==> src/rtl/pio_sm_exec.sv <==
// PIO state-machine execution core: fetch, JMP/SET execute, delay, wrap, forced exec, restart.
// Define PIO_SET_INSTR_EN to enable the SET instruction; otherwise SET executes as a NOP.
module pio_sm_exec #(
  parameter int unsigned PC_W  = 5,
  parameter int unsigned XY_W  = 32,
  parameter int unsigned SET_N = 5
) (
  input  logic             clk,
  input  logic             reset,
  input  logic             enable,
  input  logic             restart,
  input  logic             clk_en,
  input  logic [PC_W-1:0]  wrap_bottom,
  input  logic [PC_W-1:0]  wrap_top,
  input  logic [15:0]      instr_data,
  input  logic             exec_valid,
  input  logic [15:0]      exec_instr,
  input  logic             jmp_pin,
  input  logic             osr_empty,
  output logic [PC_W-1:0]  pc,
  output logic [XY_W-1:0]  x,
  output logic [XY_W-1:0]  y,
  output logic [SET_N-1:0] set_pins,
  output logic [SET_N-1:0] set_pindirs,
  output logic             pins_we,
  output logic             pindirs_we,
  output logic             stalled
);

  typedef enum logic [1:0] {StIdle, StExec, StDelay} state_e;

  state_e           state_q, state_d;
  logic [PC_W-1:0]  pc_q, pc_d;
  logic [XY_W-1:0]  x_q, x_d, y_q, y_d;
  logic [4:0]       cnt_q, cnt_d;
  logic [SET_N-1:0] set_pins_q, set_pins_d, set_pindirs_q, set_pindirs_d;
  logic             pins_we_q, pins_we_d, pindirs_we_q, pindirs_we_d;

  logic [15:0]      instr;
  logic [2:0]       opcode, cond;
  logic [4:0]       delay, data;
  logic             taken;
  logic             do_exec;
  logic [PC_W-1:0]  seq_pc;

  assign instr  = exec_valid ? exec_instr : instr_data;
  assign opcode = instr[15:13];
  assign delay  = instr[12:8];
  assign cond   = instr[7:5];
  assign data   = instr[4:0];
  assign seq_pc = (pc_q == wrap_top) ? wrap_bottom : pc_q + PC_W'(1);

  // X/Y zero tests use the pre-decrement value.
  always_comb begin
    taken = 1'b0;
    case (cond)
      3'b000: taken = 1'b1;
      3'b001: taken = (x_q == '0);
      3'b010: taken = (x_q != '0);
      3'b011: taken = (y_q == '0);
      3'b100: taken = (y_q != '0);
      3'b101: taken = (x_q != y_q);
      3'b110: taken = jmp_pin;
      3'b111: taken = !osr_empty;
      default: taken = 1'b0;
    endcase
  end

  always_comb begin
    state_d       = state_q;
    pc_d          = pc_q;
    x_d           = x_q;
    y_d           = y_q;
    cnt_d         = cnt_q;
    set_pins_d    = set_pins_q;
    set_pindirs_d = set_pindirs_q;
    pins_we_d     = 1'b0;
    pindirs_we_d  = 1'b0;
    do_exec       = 1'b0;

    if (restart) begin
      x_d     = '0;
      y_d     = '0;
      cnt_d   = '0;
      state_d = enable ? StExec : StIdle;
    end else if (!enable) begin
      state_d = StIdle;
    end else if (clk_en) begin
      unique case (state_q)
        StIdle:  state_d = StExec;
        StExec:  do_exec = 1'b1;
        StDelay: begin
          // A forced instruction cancels whatever delay remains.
          if (exec_valid) begin
            do_exec = 1'b1;
          end else if (cnt_q <= 5'd1) begin
            cnt_d   = '0;
            state_d = StExec;
          end else begin
            cnt_d = cnt_q - 5'd1;
          end
        end
        default: state_d = StIdle;
      endcase
    end

    if (do_exec) begin
      pc_d = seq_pc;
      if (opcode == 3'b000) begin
        if (cond == 3'b010) x_d = x_q - XY_W'(1);
        if (cond == 3'b100) y_d = y_q - XY_W'(1);
        if (taken) pc_d = instr[PC_W-1:0];
      end
`ifdef PIO_SET_INSTR_EN
      else if (opcode == 3'b111) begin
        unique case (cond)
          3'b000: begin
            set_pins_d = data[SET_N-1:0];
            pins_we_d  = 1'b1;
          end
          3'b001: x_d = XY_W'(data);
          3'b010: y_d = XY_W'(data);
          3'b100: begin
            set_pindirs_d = data[SET_N-1:0];
            pindirs_we_d  = 1'b1;
          end
          default: ;
        endcase
      end
`endif
      if (delay != 5'd0) begin
        cnt_d   = delay;
        state_d = StDelay;
      end else begin
        cnt_d   = '0;
        state_d = StExec;
      end
    end
  end

  always_ff @(posedge clk or posedge reset) begin
    if (reset) begin
      state_q       <= StIdle;
      pc_q          <= '0;
      x_q           <= '0;
      y_q           <= '0;
      cnt_q         <= '0;
      set_pins_q    <= '0;
      set_pindirs_q <= '0;
      pins_we_q     <= 1'b0;
      pindirs_we_q  <= 1'b0;
    end else begin
      state_q       <= state_d;
      pc_q          <= pc_d;
      x_q           <= x_d;
      y_q           <= y_d;
      cnt_q         <= cnt_d;
      set_pins_q    <= set_pins_d;
      set_pindirs_q <= set_pindirs_d;
      pins_we_q     <= pins_we_d;
      pindirs_we_q  <= pindirs_we_d;
    end
  end

  assign pc          = pc_q;
  assign x           = x_q;
  assign y           = y_q;
  assign set_pins    = set_pins_q;
  assign set_pindirs = set_pindirs_q;
  assign pins_we     = pins_we_q;
  assign pindirs_we  = pindirs_we_q;
  assign stalled     = (state_q == StDelay);

endmodule

==> config.mk <==
export PLATFORM = sky130hd
export DESIGN_NAME = pio_sm_exec
export DESIGN_NICKNAME = d
export VERILOG_FILES = /design/src/rtl/pio_sm_exec.sv
export SDC_FILE = /design/constraint.sdc
export NUM_CORES = 1
export LEC_CHECK = 0
export CORE_ASPECT_RATIO = 0.8
export CORE_UTILIZATION = 35
export DETAILED_ROUTE_END_ITERATION = 10
export SYNTH_ARGS = -nofsm -noshare
export SYNTH_HDL_FRONTEND = slang
export SYNTH_SLANG_ARGS = --single-unit
==> constraint.sdc <==
create_clock -name clk -period 3.7 [get_ports clk]
set_input_delay 0.555 -clock clk [delete_from_list [all_inputs] [get_ports clk]]
set_output_delay 0.555 -clock clk [all_outputs]
set_load 0.02 [all_outputs]
==> implementation parameters, run 1 <==
Parameter                              Value

Worst setup path
  Maximum fanout encountered on the critical timing path ... 10
  Slowest-stage cell, CP ... sky130_fd_sc_hd__or4_1
  Worst-path cell chain ... clkdlybuf4s50_1, or3b_2, a21oi_2, nand3_1, or4_1, or2_0, nor4b_2, mux2i_1
  CP peak stage delay ... 580 ps
  R2R cell count ... 9
  Data arrival, critical path ... 3550 ps
  Setup slack, reg-to-reg ... 470 ps
  Crit Reg-Reg Endpoint ... pc[2]$_DFFE_PP0P_
  WP data required ... 3960 ps
  Beginning of the worst register-to-register path ... x[1]$_DFF_PP0_
  Startpoint-to-endpoint class of the critical path ... input pin to flip-flop
  Cell type group with the largest total delay on the critical path ... simple AND/OR/NAND/NOR gates
  Startpoint Class ... input pin
  Critical path buffers and inverters ... 1
  Crit path capture type ... flip-flop

Clocking
  Clock tree root driver cell ... sky130_fd_sc_hd__clkbuf_16
  Resized cells post-CTS ... 0
  CTS HTree Levels ... 3
  Setup fix buffers added after clock tree synthesis ... 0
  Source-to-sink clock delay at the later pin of the worst-skew pair ... 340 ps
  Clock tree buffer depth ... 2
  Count of hold-fix buffers inserted at cts ... 0
  Sink count of the clock tree ... 76
  CTS tree ... done
  Number of buffers inserted during clock tree synthesis ... 9
  Clock-pin slew reported for the worst setup and hold paths after clock tree synthesis ... 60 ps

Power and ir drop
  Leakage dissipation ... 2.773 nW
  Pwr/cell area ... 313.4 nW/um^2
  Worst vdd rail ir drop ... 0.1937 mV

Place
  Detailed placement HPWL ... 11.20 mm
  Final estimated routing congestion in global placement ... 0.8162
  Count of input and output buffers ... 119

Global route
  First-pass GRT wire length ... 23.68 mm
  Global-route usage over all layers ... 0.2112
  Antenna violations before repair ... 0
  Remaining global-route overflow ... 0
  Pin count of the biggest net entering global routing ... 77
  Vias in the first global route ... 4,287

STA
  Max Freq ... 303.6 MHz
  Worst hold slack across all endpoints ... 520.2 ps
  Headroom to the max-slew limit ... 0.3350
  Shortest period the worst path allows ... 3293 ps
  Setup Skew ... 5.589 ps
  Final number of max-transition violations ... 0
  Unrepaired setup endpoints after global routing ... no
  Period utilisation layout ... 0.8901
  Final setup TNS ... 0 ps
  Final setup violation count ... 0
  Measured slew at the worst slew-check pin ... 997.5 ps
  Number of endpoints with negative hold slack in the final report ... 0

Die
  Horizontal die dimension ... 133.8 um
  Floorplan die area ... 14,380 sq um
  Starting density of the core ... 0.3591
  Top-Level Pins ... 132
  Placeable core region ... 13,550 sq um
  Placement Rows ... 38
  Die Height ... 107.5 um

Synth
  Instance count of the mapped netlist ... 522
  Most frequently used flop master after synthesis ... sky130_fd_sc_hd__dfrtp_1
  Number of distinct library cell variants in the gate-level netlist after synthesis ... 66
  YS warnings ... 0
  Async set or reset register ratio after synthesis ... 1.000
  Post-synth EDFFs ... 0
  Syn Std Cell Area ... 4866 sq um
  Sequential share of the synthesized area ... 0.3908
  Synth Register Bits ... 76
  Avg Cell Area, Syn ... 9.322 sq um

Finish
  Number of inserted diodes ... 0
  Final Net Count ... 706
  Layout cells sized above 1 ... 0.08729
  Syn-to-layout area delta ... 34.53%

Drt
  Via count ... 4,555
  Post-DR wirelength/cell ... 17.67 um
  Number of DRC violations after detailed-routing iteration 0 ... 343
  Number of vias per cell after detailed routing ... 5.468
  Post-route DRC violation count ... 0
  Number of nets with antenna violations after routing ... 0
  Number of search-and-repair iterations in the first detailed-routing pass ... 5
  Routed Wire Length ... 14.72 mm

Hold path
  Min-Delay Startpoint ... cnt_q[4]$_DFFE_PP0P_
  Hold Path Class ... flip-flop to flip-flop
  Destination of the worst hold path ... cnt_q[4]$_DFFE_PP0P_
  Number of stages on the worst hold path ... 2

Outcome
  Outcome ... complete, no violations

Flow run
  Total of max-cap violations ... 0
## synth_stat cells, types with 11 or more instances
master,count,share of area
sky130_fd_sc_hd__o211ai_1,11,0.017
sky130_fd_sc_hd__clkbuf_1,19,0.015
sky130_fd_sc_hd__nor2_1,32,0.025
sky130_fd_sc_hd__nor4_1,15,0.019
sky130_fd_sc_hd__dfrtp_1,76,0.39
sky130_fd_sc_hd__nand4_1,12,0.015
sky130_fd_sc_hd__mux2i_1,35,0.072
sky130_fd_sc_hd__nor3_1,12,0.012
sky130_fd_sc_hd__o311ai_0,12,0.022
sky130_fd_sc_hd__or3_1,17,0.022
sky130_fd_sc_hd__a21oi_1,12,0.012
sky130_fd_sc_hd__o21ai_0,33,0.034
sky130_fd_sc_hd__inv_1,15,0.012
sky130_fd_sc_hd__xnor2_1,36,0.065
sky130_fd_sc_hd__nand2_1,42,0.032
sky130_fd_sc_hd__buf_4,12,0.019
sky130_fd_sc_hd__nand3_1,19,0.020
## state kept, by name, summed over array words and instances, names as in the netlist
signal / flops
cnt_q: 5
pc: 5
state_q: 2
x: 32
y: 32
## power breakdown
part           internal [mW]  switching (mW)  leakage (nW)
sequential             0.861          0.0438          1.05
clock                  0.471           0.332         0.131
combinational          0.163           0.181          1.60
total                   1.49           0.557          2.77
## worst min-delay path: cells and delay by family (launching register included)
family	cells	cell delay, ps
AO/OA/AOI/OAI	2	140
flip-flops	1	340
## worst max-delay path by stage
stage | end | cells after the start | from | slack, ps
floorplan | pc[2]$_DFFE_PP0P_ | 8 | y[8]$_DFF_PP0_ | 700
global placement | x[31]$_DFF_PP0_ | 8 | exec_valid | 160
detailed placement | x[31]$_DFF_PP0_ | 8 | exec_valid | 70
CTS | x[31]$_DFF_PP0_ | 8 | exec_valid | 400
global route | x[31]$_DFF_PP0_ | 8 | exec_valid | 210
finish | x[31]$_DFF_PP0_ | 8 | exec_valid | 410
## metal layers
layer / routed length (um) / GRT usage / vias up
li1: - / - / 2191
met1: 7347 / 0.3159 / 2220
met2: 6420 / 0.3083 / 131
met3: 761 / 0.04096 / 13
met4: 185 / 0.05114 / 0
met5: 0 / 0 / -
## cell usage in the layout, fill, tap and decap left out, types with 14 or more instances in the layout
cell / count
sky130_fd_sc_hd__clkdlybuf4s50_1: 119
sky130_fd_sc_hd__dfrtp_1: 76
sky130_fd_sc_hd__nand2_1: 42
sky130_fd_sc_hd__xnor2_1: 36
sky130_fd_sc_hd__mux2i_1: 35
sky130_fd_sc_hd__o21ai_0: 33
sky130_fd_sc_hd__nor2_1: 32
sky130_fd_sc_hd__buf_4: 22
sky130_fd_sc_hd__nand3_1: 19
sky130_fd_sc_hd__or3_1: 17
sky130_fd_sc_hd__nor4_1: 15
sky130_fd_sc_hd__inv_1: 14
## stage by stage
step	total power [mW]	cells	util	area (sq um)	setup WS, ps
2_1_floorplan	1.124	533	-	4907	703.1
3_3_place_gp	1.255	817	0.4636	6282	155.4
3_5_place_dp	1.263	817	0.4636	6282	73.24
4_1_cts	2.066	833	0.4831	6546	401.2
5_1_grt	2.152	833	0.4831	6546	215.0
6_report	2.052	833	0.4831	6546	406.6
## area by class of cell
class | count | area [sq um]
Multi-Input combinational cell | 405 | 2743
Clock inverter | 2 | 10.01
Clock buffer | 14 | 254.0
Fill cell | 1291 | 7004
Tap cell | 180 | 225.2
Inverter | 15 | 56.30
Timing Repair Buffer | 141 | 1356
Sequential cell | 76 | 1902
## kinds of logic (layout without fill, tap and decap cells)
logic type | Yosys count | count (layout) | share of synthesized area
simple gates | 190 | 190 | 0.2124
compound gates | 115 | 115 | 0.1664
flops | 76 | 76 | 0.3908
buf+inv | 52 | 172 | 0.05400
xor+xnor | 41 | 41 | 0.07380
mux | 39 | 39 | 0.08125
fa+ha+maj | 8 | 8 | 0.02057
other cells | 1 | 12 | 0.0007707
(Power assumes the default switching activity.)
==> run 2: changes to the inputs <==
--- a/config.mk
+++ b/config.mk
@@ -8,6 +8,7 @@
 export CORE_ASPECT_RATIO = 0.8
 export CORE_UTILIZATION = 35
 export DETAILED_ROUTE_END_ITERATION = 10
+export GPL_ROUTABILITY_DRIVEN = 0
 export SYNTH_ARGS = -nofsm -noshare
 export SYNTH_HDL_FRONTEND = slang
 export SYNTH_SLANG_ARGS = --single-unit
==> results of run 2 <==
No change in the layout: final DEF, timing and power equal those of run 1.
